File: src/rtl/captura_clave.sv
// captura_clave: two-digit BCD keypad PIN capture with clear/enter keys and inactivity discard.
// Define CAPTURA_CLAVE_TIMEOUT_EN to build the inactivity timeout counter.
module captura_clave #(
    parameter int TIMEOUT_CICLOS = 1000
) (
    input  logic       clock,
    input  logic       reset,
    input  logic       tecla_valida,
    input  logic [3:0] tecla_codigo,
    output logic [7:0] clave_ingresada,
    output logic       clave_lista,
    output logic [1:0] digitos_cuenta,
    output logic       error_entrada
);
    typedef enum logic [1:0] {
        ESPERA_D1    = 2'd0,
        ESPERA_D2    = 2'd1,
        ESPERA_ENTER = 2'd2
    } estado_t;

    estado_t    estado_q, estado_d;
    logic [7:0] buffer_q, buffer_d;
    logic [7:0] clave_q, clave_d;
    logic       lista_q, lista_d;
    logic       error_q, error_d;
    logic       es_digito, es_borrar, es_enter, tecla_ok, expira;

    if (TIMEOUT_CICLOS < 2) begin : g_param_invalido
        $error("TIMEOUT_CICLOS must be at least 2");
    end

    assign es_digito = tecla_valida && tecla_codigo <= 4'd9;
    assign es_borrar = tecla_valida && tecla_codigo == 4'hA;
    assign es_enter  = tecla_valida && tecla_codigo == 4'hB;
    assign tecla_ok  = es_digito || es_borrar || es_enter;

`ifdef CAPTURA_CLAVE_TIMEOUT_EN
    localparam int CW = $clog2(TIMEOUT_CICLOS);
    logic [CW-1:0] cuenta_q, cuenta_d;
    // A key arriving on the expiry cycle wins, so expiry is only acted on when no valid key is present.
    assign expira   = estado_q != ESPERA_D1 && cuenta_q == CW'(TIMEOUT_CICLOS - 1);
    assign cuenta_d = (estado_q == ESPERA_D1 || tecla_ok || expira) ? '0 : cuenta_q + CW'(1);
    always_ff @(posedge clock) begin
        if (reset) cuenta_q <= '0;
        else       cuenta_q <= cuenta_d;
    end
`else
    assign expira = 1'b0;
`endif

    always_comb begin
        estado_d = estado_q;
        buffer_d = buffer_q;
        clave_d  = clave_q;
        lista_d  = 1'b0;
        error_d  = 1'b0;
        if (es_digito) begin
            if (estado_q == ESPERA_D1) begin
                buffer_d[7:4] = tecla_codigo;
                estado_d      = ESPERA_D2;
            end else if (estado_q == ESPERA_D2) begin
                buffer_d[3:0] = tecla_codigo;
                estado_d      = ESPERA_ENTER;
            end
        end else if (es_borrar) begin
            estado_d = ESPERA_D1;
        end else if (es_enter) begin
            estado_d = ESPERA_D1;
            lista_d  = estado_q == ESPERA_ENTER;
            error_d  = estado_q != ESPERA_ENTER;
            clave_d  = estado_q == ESPERA_ENTER ? buffer_q : clave_q;
        end else if (expira) begin
            estado_d = ESPERA_D1;
            error_d  = 1'b1;
        end
    end

    always_ff @(posedge clock) begin
        if (reset) begin
            estado_q <= ESPERA_D1;
            buffer_q <= 8'h00;
            clave_q  <= 8'h00;
            lista_q  <= 1'b0;
            error_q  <= 1'b0;
        end else begin
            estado_q <= estado_d;
            buffer_q <= buffer_d;
            clave_q  <= clave_d;
            lista_q  <= lista_d;
            error_q  <= error_d;
        end
    end

    assign clave_ingresada = clave_q;
    assign clave_lista     = lista_q;
    assign error_entrada   = error_q;
    assign digitos_cuenta  = estado_q;
endmodule

File: config.mk
export PLATFORM = sky130hd
export DESIGN_NAME = captura_clave
export DESIGN_NICKNAME = d
export VERILOG_FILES = /design/src/rtl/captura_clave.sv
export SDC_FILE = /design/constraint.sdc
export NUM_CORES = 1
export LEC_CHECK = 0
export CORE_MARGIN = 5
export CORE_UTILIZATION = 48
export CTS_BUF_LIST = sky130_fd_sc_hd__clkbuf_8 sky130_fd_sc_hd__clkbuf_16
export DETAILED_ROUTE_END_ITERATION = 10
export PLACE_DENSITY = 0.79
export SYNTH_ARGS = -nofsm -noshare
export SYNTH_HDL_FRONTEND = slang
export SYNTH_SLANG_ARGS = --single-unit
File: constraint.sdc
create_clock -name clock -period 1.5 [get_ports clock]
set_input_delay 0.3 -clock clock [delete_from_list [all_inputs] [get_ports clock]]
set_output_delay 0.3 -clock clock [all_outputs]
set_load 0.005 [all_outputs]
==> summary.txt, run 1 <==
Antenna Nets Post-Route = 0
Initial antenna violation count = 0
HPWL Detailed = 1.52 mm
Share of post-route cells with drive strength above 1 = 21.4%
Setup Viol. Count Final = 0
Mapped Area = 890 um2
Drt wl/cell = 13.5 um
Outcome = completed
Root Driver = clkbuf_8
Clk_lat worst skew = 0.26 ns
Post-synthesis sequential area ratio = 45.0%
Iter 0 DRT Violations = 10
Async SR Flop Fraction = 0%
Yosys synthesis warning count = 0
Power per cell area = 884 nW/um2
Final Cycle Share = 96.7%
Final min period = 1.45 ns
CTS Buffer Depth = 2
H-tree depth = 1
Core area = 1750 um2
CP arrival = 1.15 ns
Slew Viols, Final = 0
CP Buf/Inv Count = 1
Gr ovfl total = 0
Worst hold margin = 0.472 ns
Leak = 0.000447 uW
GR Util All Layers = 18.1%
Delay-heaviest family, CP = buffers and inverters
Crit-path cells = clkdlybuf4s50_1
Post-CTS Setup Bufs = 0
Die Ht = 53.1 um
CTS tree = done
VDD IR-drop max = 582 uV
# fillers = 136
Drt drc = 0
Total of max-cap violations = 0
Final WL = 2.03 mm
Top Ports = 19
Pre-antenna DRT Iters = 4
Synth Net Count = 103
Synth Instances = 96
Synth Register Bits = 20
Syn avg cell area = 9.27 um2
Hold_buf cts = 0
Vias post-DR = 805
CP required = 1.20 ns
Final WS setup = 0.0494 ns
Pwr Total = 1110 uW
Die width = 53.1 um
Clock buffer count from CTS = 3
CTS clk-pin slew, worst paths = 0.07 ns
Final-stage net count = 134
Slew HR = 78.1%
DP Worst Slack = -0.169 ns
EDFF count, synth = 0
CP endpoint kind = output port
Clk_skew = 0.00218 ns
Die area = 2810 um2
Post-route core utilization = 71.8%
First-pass GRT wire length = 3.71 mm
FMAX = 689 MHz
Synth-to-Final Area Change = 40.8%
Finished Layout Cells = 151
Slowest-stage cell, CP = clkdlybuf4s50_1
Critical Path Fanout Max = 8
Largest net degree at the start of global routing = 25
Slowest stage delay, CP = 0.51 ns
Initial Utilization = 51.0%
Ys flop type = dfxtp_1
Total clock sinks = 20
IO Port Bufs = 18
# rows = 15
Vias/cell = 5.33
Final-report hold violation count = 0
RSZ-0062 raised after global routing = false
Distinct cells, synth = 27
Vias in the first global route = 796
DP Cell Count = 147
Crit start category = register
RePlAce Congestion = 0.856
Worst-Margin Slew = 0.328 ns
Min-delay worst type = register to register
Antenna cells = 0
Crit path kind = register to output port
cells in the final DEF, fill, tap and decap left out, drive strengths merged:
cell type,instances
and2,1
nand4b,1
nand2b,9
clkbuf,4
nand4,8
and3,1
nand2,1
or3b,1
clkdlybuf4s50,18
mux2i,4
a211oi,2
dfxtp,20
o21bai,1
inv,1
o21ai,19
nor2b,6
nand3b,1
buf,15
o21a,1
a2111oi,2
a21oi,9
and3b,1
sequential cells by signal, indices dropped and copies added (netlist names):
name             flops
digitos_cuenta       2
error_entrada        1
buffer_q             8
clave_ingresada      8
clave_lista          1
kinds of logic (layout without fill, tap and decap cells):
logic type	Yosys count	after routing	synth area share (%)
AOI/OAI and AO/OA	34	34	22.9
and+or+nand+nor	30	30	22.9
DFF	20	20	45.0
buffers and inverters	8	38	4.64
muxes	4	4	4.50
final cells by class:
type	count	area [um2]	share of cell area [%]
Clock buffer	4	55.1	4.40
Inverter	1	3.75	0.300
Multi-Input combinational cell	68	449	35.9
Sequential cell	20	408	32.6
Tap cell	25	31.3	2.50
Timing Repair Buffer	33	305	24.4
synth_stat cells (2+ instances only):
| cell | number | area, um2 |
|---|---|---|
| buf_2 | 3 | 15.0 |
| o21ai_1 | 6 | 30.0 |
| mux2i_1 | 4 | 40.0 |
| nand4_1 | 8 | 50.1 |
| dfxtp_1 | 20 | 400 |
| nor2b_1 | 6 | 37.5 |
| nand2b_1 | 8 | 50.1 |
| a21oi_1 | 9 | 45.0 |
| o21ai_0 | 12 | 60.1 |
| buf_4 | 2 | 15.0 |
| clkbuf_1 | 2 | 7.51 |
worst paths after layout:
path	cells after the start	to	from	slack, ns
max reg2reg	3	buffer_q[5]$_SDFFE_PP0P_	digitos_cuenta[1]$_SDFFE_PP0P_	0.30
max	1	digitos_cuenta[0]	digitos_cuenta[0]$_SDFFE_PP0P_	0.05
min reg2reg	2	clave_ingresada[1]$_SDFFE_PP0P_	clave_ingresada[1]$_SDFFE_PP0P_	0.47
min	2	clave_ingresada[1]$_SDFFE_PP0P_	clave_ingresada[1]$_SDFFE_PP0P_	0.47
where the power goes:
group	switching (uW)	internal, uW
logic	67.6	79.2
registers	11.2	544
clock network	172	233
worst reg2reg max path, cell delays in order, from the launching register on:
cell and delay [ns]:
dfxtp_4 0.37, or3b_4 0.42, o21ai_0 0.18, o21ai_1 0.11
stage by stage:
stage                     instance area (um2)  setup TNS, ns
after floorplan                           890              0
after global placement                   1190          -1.22
after detailed placement                 1190          -1.97
after CTS                                1250              0
after global routing                     1250              0
final                                    1250              0
layer usage:
metal / global-route usage, % / vias up / share of wire, %
met5: 0 / - / 0
met4: 7.66 / 0 / 1.7
met3: 4.23 / 4 / 4.0
met2: 28.9 / 16 / 48
met1: 23.1 / 371 / 46
li1: - / 414 / -
timing repair:
item	4_1_cts	5_1_grt
gates resized for setup	2	3
pin swaps	0	0
endpoints found under the setup margin	2	3
Note: power is estimated with default switching activity, not from simulation.
==> run 2: changes to the inputs <==
Settings changed: SETUP_SLACK_MARGIN set to 0.2.
==> summary.txt, run 2 (synthesis results as in run 1) <==
Outcome = completed
Die area = 2810 um2 (unchanged)
Pre-antenna DRT Iters = 4 (unchanged)
Gr ovfl total = 0 (unchanged)
Finished Layout Cells = 154 (+2.0%)
Synth-to-Final Area Change = 46.6%
Die width = 53.1 um (unchanged)
Drt drc = 0 (unchanged)
Largest net degree at the start of global routing = 25 (unchanged)
Antenna cells = 0 (unchanged)
Core area = 1750 um2 (unchanged)
Clock buffer count from CTS = 3 (unchanged)
First-pass GRT wire length = 3.85 mm (+3.7%)
Iter 0 DRT Violations = 8 (-2)
Final WL = 2.15 mm (+5.7%)
Vias/cell = 5.29 (-0.73%)
IO Port Bufs = 18 (unchanged)
Crit start category = register
Antenna Nets Post-Route = 0 (unchanged)
Clk_lat worst skew = 0.26 ns (about the same)
Worst reg-to-reg setup slack = 0.23 ns (-0.07 ns)
Vias post-DR = 815 (+1.2%)
CP endpoint kind = register
DP Cell Count = 147 (unchanged)
CTS clk-pin slew, worst paths = 0.07 ns (about the same)
Slew Viols, Final = 0 (unchanged)
Share of post-route cells with drive strength above 1 = 28.7% (+7.3 points)
Grt peak-use layer = met2
CTS tree = done
Top Ports = 19 (unchanged)
# rows = 15 (unchanged)
Total clock sinks = 20 (unchanged)
H-tree depth = 1 (unchanged)
VDD IR-drop max = 549 uV (-5.6%)
Most frequent cells in the layout = 18 x dfxtp_1, 14 x dlygate4sd2_1, 14 x buf_4
RePlAce Congestion = 0.856 (unchanged)
Crit path kind = register to register
Most common cell after layout, fill and taps aside = dfxtp_1
RSZ-0062 raised after global routing = true
Slew HR = 83.4% (+5.3 points)
Initial Utilization = 51.0% (unchanged)
Leak = 0.000554 uW (+24%)
Vias in the first global route = 832 (+4.5%)
GR Util All Layers = 19.1% (+0.96 points)
Hold_buf cts = 0 (unchanged)
Clk_skew = 0.00355 ns (+0.00137 ns)
Min-delay worst type = input pin to register
CP required = 1.69 ns (+0.49 ns)
Root Driver = clkbuf_8
FMAX = 788 MHz (+14%)
Final min period = 1.27 ns (-0.181 ns)
Critical Path Fanout Max = 7 (-1)
# fillers = 134 (-1.5%)
Met2 usage = 32.0% (+3.1 points)
Setup Viol. Count Final = 0 (unchanged)
Final-report hold violation count = 0 (unchanged)
Initial antenna violation count = 0 (unchanged)
Met3 GRT Util = 4.23% (unchanged)
HPWL Detailed = 1.52 mm (unchanged)
Worst-Margin Slew = 0.248 ns (-0.0795 ns)
CP arrival = 1.46 ns (+0.31 ns)
Drt wl/cell = 14.0 um (+3.6%)
Power per cell area = 861 nW/um2 (-2.5%)
Die Ht = 53.1 um (unchanged)
Final Cycle Share = 84.7% (-12 points)
CTS Buffer Depth = 2 (unchanged)
Total of max-cap violations = 0 (unchanged)
Final-stage net count = 137 (+2.2%)
TNS Setup = 0 ns (unchanged)
Met1 usage = 23.3% (+0.25 points)
==> run 2: cell type report <==
type                            instances  area (um2)  share of cell area, %
Clock buffer                            4        55.1                   4.22
Inverter                                1        3.75                  0.288
Multi-Input combinational cell         68         479                   36.8
Sequential cell                        20         408                   31.3
Tap cell                               25        31.3                   2.40
Timing Repair Buffer                   36         327                   25.0
==> run 2: routing by layer <==
metal | wire length [um] | vias up | share of wire (%)
met5 | 0 | - | 0
met4 | 53 | 0 | 2.5
met3 | 84 | 6 | 3.9
met2 | 1060 | 16 | 49
met1 | 951 | 373 | 44
li1 | - | 420 | -
==> run 2: power breakdown <==
group / internal [uW] / switching [uW] / total (uW)
clock: 234 / 172 / 406
sequential: 543 / 6.54 / 550
combinational: 85.0 / 82.1 / 167
==> run 2: path summary, 6_finish.rpt <==
| kind | end | start | depth (start not counted) |
|---|---|---|---|
| setup reg to reg | buffer_q[5]$_SDFFE_PP0P_ | digitos_cuenta[0]$_SDFFE_PP0P_ | 4 |
| hold / removal | digitos_cuenta[0]$_SDFFE_PP0P_ | tecla_codigo[3] | 3 |
| hold reg to reg | clave_ingresada[1]$_SDFFE_PP0P_ | clave_ingresada[1]$_SDFFE_PP0P_ | 2 |
| setup / recovery | buffer_q[5]$_SDFFE_PP0P_ | digitos_cuenta[0]$_SDFFE_PP0P_ | 4 |
==> run 2: critical path, cell delays in order, from the launching register on <==
cell,delay (ns)
dfxtp_4,0.34
buf_6,0.12
or3b_4,0.43
nand2b_4,0.18
o21ai_2,0.13
==> run 2: metrics by stage <==
stage / hold slack (ns) / util (%) / setup WS (ns) / area (um2) / power, uW
after floorplan: 0.390 / - / 0.393 / 890 / 637
after global placement: 0.456 / 68.1 / -0.116 / 1190 / 708
after detailed placement: 0.466 / 68.1 / -0.169 / 1190 / 712
after CTS: 0.473 / 72.7 / 0.101 / 1270 / 1120
after global routing: 0.470 / 74.7 / 0.180 / 1300 / 1180
final: 0.448 / 74.7 / 0.230 / 1300 / 1120
==> run 2: what timing repair did <==
item,CTS,global route
setup buffers,2,1
endpoints found under the setup margin,27,14
gates resized for setup,27,12
pin swaps,2,6
==> run 3: changes to the inputs <==
Clock period 1.5 ns to 1.2 ns, I/O delays scaled along.
==> summary.txt, run 3 (synthesis results as in run 1) <==
Outcome = finished, violations left
Failing checks = setup timing
H-tree depth = 1 (unchanged)
# rows = 15 (unchanged)
Total of max-cap violations = 0 (unchanged)
Final min period = 1.25 ns (-0.0199 ns)
Final WS setup = -0.0499 ns (-0.280 ns)
Vias post-DR = 832 (+2.1%)
Combinational share of power = 14.4% (-0.5 points)
Most common cell after layout, fill and taps aside = buf_4
Initial antenna violation count = 0 (unchanged)
CP required = 1.36 ns (-0.33 ns)
Pre-antenna DRT Iters = 4 (unchanged)
RePlAce Congestion = 0.832 (-2.7%)
Sequential share of power = 46.1% (-2.9 points)
Met1 usage = 21.7% (-1.6 points)
Placed cell area = 1160 um2 (-2.1%)
Core area = 1750 um2 (unchanged)
Switch share = 23.3% (+0.060 points)
VDD IR-drop max = 764 uV (+39%)
Vias in the first global route = 838 (+0.72%)
Met2 usage = 30.8% (-1.2 points)
Synth-to-Final Area Change = 48.7%
FMAX = 800 MHz (+1.6%)
Vias/cell = 5.47 (+3.4%)
Die width = 53.1 um (unchanged)
CP arrival = 1.41 ns (-0.05 ns)
Switching Power = 350 uW (+34%)
Largest net degree at the start of global routing = 13 (-48%)
Final Cycle Share = 104% (+20 points)
Int Power = 1150 uW (+34%)
Worst hold margin = 0.346 ns (-0.102 ns)
CTS clk-pin slew, worst paths = 0.08 ns (about the same)
Drt wl/cell = 14.4 um (+3.2%)
Root Driver = clkbuf_8
CTS Buffer Depth = 2 (unchanged)
Leak = 0.000527 uW (-4.8%)
Post-route cell area = 1320 um2 (+1.4%)
Hold_buf cts = 0 (unchanged)
Final-report hold violation count = 0 (unchanged)
Slew HR = 84.1% (+0.72 points)
Antenna cells = 0 (unchanged)
Clk_lat worst skew = 0.26 ns (about the same)
Grt peak-use layer = met2
Die Ht = 53.1 um (unchanged)
Die area = 2810 um2 (unchanged)
Clk_skew = 0.00767 ns (+0.00412 ns)
Slew Viols, Final = 0 (unchanged)
Critical Path Fanout Max = 7 (unchanged)
Share of post-route cells with drive strength above 1 = 49.6% (+21 points)
HPWL Detailed = 1.45 mm (-5.1%)
Iter 0 DRT Violations = 10 (+2)
RSZ-0062 raised after global routing = true
Pwr Total = 1500 uW (+34%)
Met3 GRT Util = 3.94% (-0.28 points)
First-pass GRT wire length = 3.78 mm (-1.8%)
IO Port Bufs = 18 (unchanged)
Worst-Margin Slew = 0.238 ns (-0.0108 ns)
# fillers = 122 (-9.0%)
Min-delay worst type = input pin to register
CTS tree = done
Final WL = 2.19 mm (+1.9%)
Antenna Nets Post-Route = 0 (unchanged)
Power per cell area = 1140 nW/um2 (+32%)
Most frequent cells in the layout = 12 x buf_4, 10 x o21ai_2, 10 x dfxtp_1, 10 x buf_2, 9 x a21oi_1
Top Ports = 19 (unchanged)
Initial Utilization = 51.0% (unchanged)
Final-stage net count = 135 (-1.5%)
Setup Viol. Count Final = 4 (+4)
Crit start category = register
Clock Power Share = 39.5% (+3.4 points)
Crit path kind = register to register
CP endpoint kind = register
Drt drc = 0 (unchanged)
Clock buffer count from CTS = 3 (unchanged)
Post-route core utilization = 75.8% (+1.1 points)
GR Util All Layers = 18.6% (-0.48 points)
Total clock sinks = 20 (unchanged)
Gr ovfl total = 0 (unchanged)
[run 3: metal layers]
| layer | share of wire, % | wire length (um) |
|---|---|---|
| met1 | 46 | 1010 |
| met2 | 46 | 1010 |
| met3 | 4.4 | 96 |
| met4 | 3.7 | 80 |
| met5 | 0 | 0 |
[run 3: worst paths after layout]
kind / from / endpoint / slack (ns) / depth (start not counted)
worst max-delay path: digitos_cuenta[0]$_SDFFE_PP0P_ / buffer_q[7]$_SDFFE_PP0P_ / -0.05 / 4
worst min-delay path: tecla_codigo[1] / buffer_q[5]$_SDFFE_PP0P_ / 0.35 / 3
worst max register to register: digitos_cuenta[0]$_SDFFE_PP0P_ / buffer_q[7]$_SDFFE_PP0P_ / -0.05 / 4
worst min register to register: clave_ingresada[3]$_SDFFE_PP0P_ / clave_ingresada[3]$_SDFFE_PP0P_ / 0.45 / 2
[run 3: timing repair]
item                                    in CTS  in global routing
setup buffers                                2                  3
pin swaps                                    5                  7
gates resized for setup                     84                 12
endpoints found under the setup margin      32                 22
gates cloned                                 1                  0
hold endpoints to repair                     0                  0
[run 3: final cells by class]
class	instances	area, um2	area share (%)
repair buffers	34	278	21.0
flip-flops and latches	20	418	31.6
well taps	25	31.3	2.37
inverters	1	3.75	0.284
clock buffers	4	66.3	5.01
multi-input cells	68	526	39.7
[run 3: power groups by stage]
stage	Clock [uW]	Sequential, uW	Combinational [uW]
after detailed placement	0	711	169
after CTS	604	690	197
after global placement	0	710	166
final	594	692	216
after global routing	629	694	233
after floorplan	0	707	92.5
[run 3: stage by stage]
step / setup TNS [ns] / setup slack (ns) / std cells
after floorplan: 0 / 0.131 / 96
after global placement: -7.28 / -0.411 / 142
after detailed placement: -7.65 / -0.426 / 142
after CTS: -0.0608 / -0.0205 / 149
after global routing: -0.484 / -0.0822 / 152
final: -0.171 / -0.0499 / 152
[run 3: worst max-delay path: stages (launching register included)]
cell,delay [ns]
dfxtp_4,0.34
buf_6,0.12
or3b_4,0.43
o21ai_1,0.19
o21ai_2,0.07
